File: config.mk
export PLATFORM = sky130hd
export DESIGN_NAME = mem_arbiter
export DESIGN_NICKNAME = d
export VERILOG_FILES = /design/src/rtl/mem_arbiter.sv
export SDC_FILE = /design/constraint.sdc
export NUM_CORES = 1
export LEC_CHECK = 0
export ABC_AREA = 1
export CAP_MARGIN = 20
export CORE_MARGIN = 2
export CORE_UTILIZATION = 35
export DETAILED_ROUTE_END_ITERATION = 10
export GPL_TIMING_DRIVEN = 0
export PLACE_DENSITY = 0.76
export SLEW_MARGIN = 20
export SYNTH_ARGS = -nofsm -noshare
export SYNTH_HDL_FRONTEND = slang
export SYNTH_SLANG_ARGS = --single-unit
export TNS_END_PERCENT = 20
File: constraint.sdc
create_clock -name clk -period 7.9 [get_ports clk]
set_clock_uncertainty 0.1 [all_clocks]
set_input_delay 1.975 -clock clk [delete_from_list [all_inputs] [get_ports clk]]
set_output_delay 1.975 -clock clk [all_outputs]
set_load 0.1 [all_outputs]
File: src/rtl/mem_arbiter.sv
// mem_arbiter: two-requester front end for the single-port unified ram.
// Port 0 is the cpu side, port 1 the loader/debug side. One access is in
// flight at a time; every requester-facing and ram-facing signal is a flop.
module mem_arbiter #(
  parameter int AW   = 32,
  parameter int DW   = 32,
  parameter int FAIR = 1
) (
  input  logic          clk,
  input  logic          reset,
  // requester 0
  input  logic          req0,
  input  logic          we0,
  input  logic [AW-1:0] addr0,
  input  logic [DW-1:0] wdata0,
  output logic          gnt0,
  output logic          done0,
  // requester 1
  input  logic          req1,
  input  logic          we1,
  input  logic [AW-1:0] addr1,
  input  logic [DW-1:0] wdata1,
  output logic          gnt1,
  output logic          done1,
  // shared response / status
  output logic [DW-1:0] rdata,
  output logic          busy,
  // ram side
  output logic          mem_cs,
  output logic          mem_we,
  output logic          mem_oe,
  output logic [AW-1:0] mem_addr,
  output logic [DW-1:0] mem_wdata,
  input  logic [DW-1:0] mem_rdata
);

  typedef enum logic [1:0] {
    IDLE   = 2'd0,
    ACCESS = 2'd1,
    RESP   = 2'd2
  } state_t;

  // Requester inputs gathered into index-able form so the winner can be muxed.
  logic [1:0]    req_vec;
  logic [1:0]    we_vec;
  logic [AW-1:0] addr_vec  [2];
  logic [DW-1:0] wdata_vec [2];

  // Registered state and outputs.
  state_t        state_reg;
  logic          last_reg;    // port granted most recently (tie-break memory)
  logic          owner_reg;   // port that owns the access in flight
  logic          wr_reg;      // in-flight access is a write
  logic [1:0]    gnt_reg;
  logic [1:0]    done_reg;
  logic [DW-1:0] rdata_reg;
  logic          busy_reg;
  logic          cs_reg;
  logic          we_reg;
  logic          oe_reg;
  logic [AW-1:0] addr_reg;
  logic [DW-1:0] wdata_reg;

  // Winner selection results.
  logic          win_valid;
  logic          win_port;
  logic          sel_we;
  logic [AW-1:0] sel_addr;
  logic [DW-1:0] sel_wdata;

  genvar gi;
  generate
    for (gi = 0; gi < 2; gi++) begin : g_port
      // Route port gi's request bundle into the shared vectors.
      assign req_vec[gi]   = (gi == 0) ? req0   : req1;
      assign we_vec[gi]    = (gi == 0) ? we0    : we1;
      assign addr_vec[gi]  = (gi == 0) ? addr0  : addr1;
      assign wdata_vec[gi] = (gi == 0) ? wdata0 : wdata1;
    end
  endgenerate

  // Pick the winner among current requesters; a tie goes to the port that
  // was not granted last (round-robin) or always to port 0 (fixed priority).
  always_comb begin
    win_valid = |req_vec;
    win_port  = 1'b0;
    if (&req_vec) begin
      win_port = (FAIR != 0) ? ~last_reg : 1'b0;
    end else begin
      win_port = req_vec[1];
    end
    sel_we    = we_vec[win_port];
    sel_addr  = addr_vec[win_port];
    sel_wdata = wdata_vec[win_port];
  end

  // Arbitration FSM; all outputs are produced directly from these flops.
  always_ff @(posedge clk or posedge reset) begin
    if (reset) begin
      state_reg <= IDLE;
      last_reg  <= 1'b1;
      owner_reg <= 1'b0;
      wr_reg    <= 1'b0;
      gnt_reg   <= 2'b00;
      done_reg  <= 2'b00;
      rdata_reg <= '0;
      busy_reg  <= 1'b0;
      cs_reg    <= 1'b0;
      we_reg    <= 1'b0;
      oe_reg    <= 1'b0;
      addr_reg  <= '0;
      wdata_reg <= '0;
    end else begin
      // Grant and done are single-cycle pulses.
      gnt_reg  <= 2'b00;
      done_reg <= 2'b00;
      case (state_reg)
        IDLE: begin
          if (win_valid) begin
            state_reg <= ACCESS;
            owner_reg <= win_port;
            last_reg  <= win_port;
            wr_reg    <= sel_we;
            gnt_reg   <= win_port ? 2'b10 : 2'b01;
            busy_reg  <= 1'b1;
            // Ram strobes are presented in the very first ACCESS cycle.
            cs_reg    <= 1'b1;
            we_reg    <= sel_we;
            oe_reg    <= ~sel_we;
            addr_reg  <= sel_addr;
            wdata_reg <= sel_wdata;
          end
        end
        ACCESS: begin
          we_reg <= 1'b0;
          if (wr_reg) begin
            // Write is committed by the ram on this edge; finish now.
            state_reg <= IDLE;
            cs_reg    <= 1'b0;
            oe_reg    <= 1'b0;
            busy_reg  <= 1'b0;
            done_reg  <= owner_reg ? 2'b10 : 2'b01;
          end else begin
            // Read: keep cs/oe up one more cycle while ram data arrives.
            state_reg <= RESP;
          end
        end
        RESP: begin
          state_reg <= IDLE;
          rdata_reg <= mem_rdata;
          cs_reg    <= 1'b0;
          oe_reg    <= 1'b0;
          busy_reg  <= 1'b0;
          done_reg  <= owner_reg ? 2'b10 : 2'b01;
        end
        default: begin
          state_reg <= IDLE;
          cs_reg    <= 1'b0;
          we_reg    <= 1'b0;
          oe_reg    <= 1'b0;
          busy_reg  <= 1'b0;
        end
      endcase
    end
  end

  assign gnt0      = gnt_reg[0];
  assign gnt1      = gnt_reg[1];
  assign done0     = done_reg[0];
  assign done1     = done_reg[1];
  assign rdata     = rdata_reg;
  assign busy      = busy_reg;
  assign mem_cs    = cs_reg;
  assign mem_we    = we_reg;
  assign mem_oe    = oe_reg;
  assign mem_addr  = addr_reg;
  assign mem_wdata = wdata_reg;

endmodule
# Word-level counts from Yosys, hierarchy flattened
# Cells that the tools add are included.
dict set report classes {
  n_bitwise 4
  n_eq_ne 4
  n_lt_le_gt_ge 2
  reduce_logical 6
  n_mux 25
}
# cell n
set op_table {}
lappend op_table {{$mux W32} 6}
lappend op_table {{$mux W2} 7}
lappend op_table {{$pmux W2 S2} 2}
lappend op_table {{$reduce_and A2 Y1} 4}
lappend op_table {{$mux W1} 7}
lappend op_table {{$pmux W1 S2} 3}
lappend op_table {{$ne A2 B2 Y1 const B} 2}
lappend op_table {{$not A1 Y1} 3}
lappend op_table {{$eq A2 B1 Y1 const B} 1}
lappend op_table {{$eq A2 B2 Y1 const B} 1}
lappend op_table {{$ge A2 B2 Y1 const B} 1}
lappend op_table {{$logic_not A2 Y1} 1}
lappend op_table {{$lt A1 B2 Y1 const B} 1}
lappend op_table {{$not A1 Y2} 1}
lappend op_table {{$reduce_or A2 Y1} 1}
dict set report totals {
  ff_bits 108
  elab_cells 53
  out_inout_bits 104
}

# Longest topological paths before layout
# Gate-level depths: netlist (run 1).
dict set report logic_depth {
  word_depth 7
  mapped_depth 8
}

# Worst setup path before layout (run 1)
# OpenSTA, ideal clock, no wires.
dict set report synth_path {
  path_kind {register -> output}
  start {register cs_reg, in the netlist mem_cs}
  end {output mem_cs}
  setup_slack_ns 4.485
  n_path_buf 1
  stages_incl_launch_ff 2
  t_arrival_ns 1.340
  cell_sequence {dfrtp_1 buf_4}
}
# element line_no
set synth_rtl {}
lappend synth_rtl {{from (decl)} 58} ;# logic cs_reg;
lappend synth_rtl {{from (signal assigned)} 108} ;# cs_reg <= 1'b0;
lappend synth_rtl {{from (signal assigned)} 127} ;# cs_reg <= 1'b1;
lappend synth_rtl {{from (signal assigned)} 139} ;# cs_reg <= 1'b0;
lappend synth_rtl {{to (decl)} 29} ;# output logic mem_cs,
# No word-level cell between the ends.

# Final worst setup path (run 1)
dict set report layout_path {
  start {register cs_reg, in the netlist mem_cs}
  end {output mem_cs}
}
# No word-level cell between the ends.

==> impl_metrics.tcl, run 1 <==
set metrics [dict create \
    htreeDepth 3 \
    synthesis.instances 674 \
    worstPathRequired_ns 5.83 \
    min_period_ns 4.09 \
    end_kind "output port" \
    synth_cell_types 16 \
    maxSlewHeadroom_pct 32.5 \
    status "finished clean" \
    setup_slack_ns 3.81 \
    fmaxAchievable_mhz 244 \
    drt_iter0_markers 272 \
    drcViolationCount 0 \
    drtPass1Iterations 4 \
    layout.cells.non_filler 1140 \
    die-area_mm2 0.0153 \
    coreArea_mm2 0.0139 \
    ys_ff_latch 108 \
    wirelength_um 15600 \
    num_rows 43 \
    clock_latency_ns 0.35 \
    ctsHoldBuffers 0 \
    yosys_warnings 0 \
    post-route-period-util_pct 51.8 \
    critical-path-slowest-cell "clkdlybuf4s50_1" \
    clk_pin_slew_worst_paths_ns 0.08 \
    setup_viol 0 \
    cts_resized 0 \
    hold_violations 0 \
    antenna_cells 0 \
    grt_pass1_vias 5032 \
    viasPerCell 4.53 \
    min_path_type "reg -> reg" \
    ios 270 \
    grt-ovfl-total 0 \
    cts_buffer_depth 2 \
    cts_setup_buffers 0 \
    initial_core_util_pct 35.9 \
    cts_buffers 9 \
    cp-start-kind "flop" \
    dp_worst_setup_slack_ns 4.07 \
    grt_pass1_wl_um 24500 \
    place.gp.congestion 0.835 \
    antenna_found_initial 0 \
    dpl.cell_count 1124 \
    syn-num-nets 844 \
    drive_above_1_share_pct 4.58 \
    hpwl_um 12100 \
    ant_nets 0 \
    die_w_um 124 \
    path_class "reg -> out" \
    num_vias 5159 \
    synth_area_per_cell_um2 7.42 \
    grt_max_degree 61 \
    io_buffers 269 \
    crit_path_max_fanout 3 \
    cts_root_buf "clkbuf_16" \
    cts_tree "yes" \
    critPathArrivalTime_ns 2.02 \
    nets 1125 \
    wl_per_cell_um 13.7 \
    die_y_um 124 \
    fillers 1299 \
    tns_ns 0 \
    holdWs_ns 0.333 \
    netlist_area_mm2 0.00500 \
    cap_violations 0 \
    finalMaxSlewViolations 0 \
    grt_usage_pct 20.7 \
    cp_slowest_stage_delay_ns 1.12 \
    area_growth_pct 65.2 \
    tightest_slew_ns 1.01 \
    cts.sinks 108 \
    rsz0062_at_grt "false" \
    path_cells "buf_4, clkdlybuf4s50_1" \
    synth_seq_area_share_pct 54.1 \
]
## kinds of logic after synthesis
logic type	share of synthesized area, %
AO/OA/AOI/OAI	7.11
adder cells (fa/ha/maj)	1.00
buffers and inverters	9.04
flip-flops	54.1
AND/OR/NAND/NOR	28.8
## placed cells by master, fill, tap and decap left out
| master | n |
|---|---|
| nand3_1 | 4 |
| o21ai_0 | 7 |
| clkinvlp_4 | 2 |
| a21oi_1 | 1 |
| buf_2 | 19 |
| clkinv_4 | 1 |
| clkbuf_16 | 9 |
| buf_4 | 4 |
| nand2_1 | 306 |
| nor2_2 | 1 |
| ha_1 | 4 |
| inv_6 | 3 |
| clkinv_1 | 1 |
| dfstp_2 | 1 |
| inv_1 | 71 |
| clkbuf_1 | 13 |
| clkdlybuf4s50_1 | 269 |
| inv_2 | 1 |
| dfrtp_1 | 107 |
| nor2_1 | 70 |
| o21ai_1 | 63 |
| bufinv_16 | 1 |
| inv_8 | 1 |
| buf_16 | 1 |
## critical path: cells and delay by family, from the launching register on
kind	cells	cell delay, ns
buffers and inverters	2	1.25
flip-flops	1	0.42
## routing by layer
metal,vias to the layer above,GRT usage (%),routed length (um)
met4,0,7.46,339
met5,-,0,0
met2,234,34.4,7170
li1,2574,-,-
met3,27,6.41,1550
met1,2324,25.3,6550
## stage by stage
| step | instance area (um2) | util, % |
|---|---|---|
| 3_3_place_gp | 7920 | 56.8 |
| 5_1_grt | 8260 | 59.3 |
| 4_1_cts | 8260 | 59.3 |
| 3_5_place_dp | 7950 | 57.0 |
| 6_report | 8260 | 59.3 |
| 2_1_floorplan | 5000 | - |
## synth_stat cells
cell type  number  share of area, %
dfrtp_1       107                54
a21oi_1         1              0.10
inv_2           1             0.075
inv_1          72               5.4
ha_1            4               1.0
nand2_1       306                23
buf_2          19               1.9
o21ai_1        63               6.3
nor2_2          1              0.13
clkinv_1        1             0.075
clkbuf_1       13              0.98
nor2_1         70               5.3
dfstp_2         1              0.53
o21ai_0         7              0.70
nand3_1         4              0.40
buf_4           4              0.60
## cell type report
cell class / count / area (um2) / share of cell area [%]
multi-input combinational: 456 / 1840 / 22.3
buffer: 36 / 174 / 2.11
tap: 180 / 225 / 2.73
inverter: 74 / 283 / 3.42
clock buffer: 9 / 225 / 2.73
sequential: 108 / 2700 / 32.7
clock inverter: 7 / 82.6 / 1.00
timing repair buffer: 270 / 2720 / 32.9
## final timing paths
kind / start / end / slack (ns) / cells after the start
worst min register to register: owner_reg / done_reg[0] / 0.33 / 1
worst max-delay path: mem_cs / mem_cs / 3.81 / 2
worst max register to register: state_reg[0] / mem_addr[9] / 5.92 / 7
worst min-delay path: owner_reg / done_reg[0] / 0.33 / 1
max in group asynchronous: reset / mem_wdata[7] / 5.10 / 3
min in group asynchronous: reset / mem_wdata[17] / 1.93 / 2
Power of run 1 is left out: the tool's default activity adds up to more than one toggle a clock period on the data nets, which glitch-free logic cannot reach.
==> run 2, diff against run 1 <==
==> constraint.sdc (replaced) <==
create_clock -name clk -period 4.1 [get_ports clk]
set_clock_uncertainty 0.1 [all_clocks]
set_input_delay 1.025 -clock clk [delete_from_list [all_inputs] [get_ports clk]]
set_output_delay 1.025 -clock clk [all_outputs]
set_load 0.1 [all_outputs]
==> results of run 2 <==
Same layout as run 1 (identical final DEF). Status: finished clean.
Main changes from that run: setup slack after placement 4.07 ns -> 1.22 ns; setup slack after layout 3.81 ns -> 0.958 ns; register-to-register setup slack 5.92 ns -> 2.12 ns
Power of run 2 is left out for the same reason.
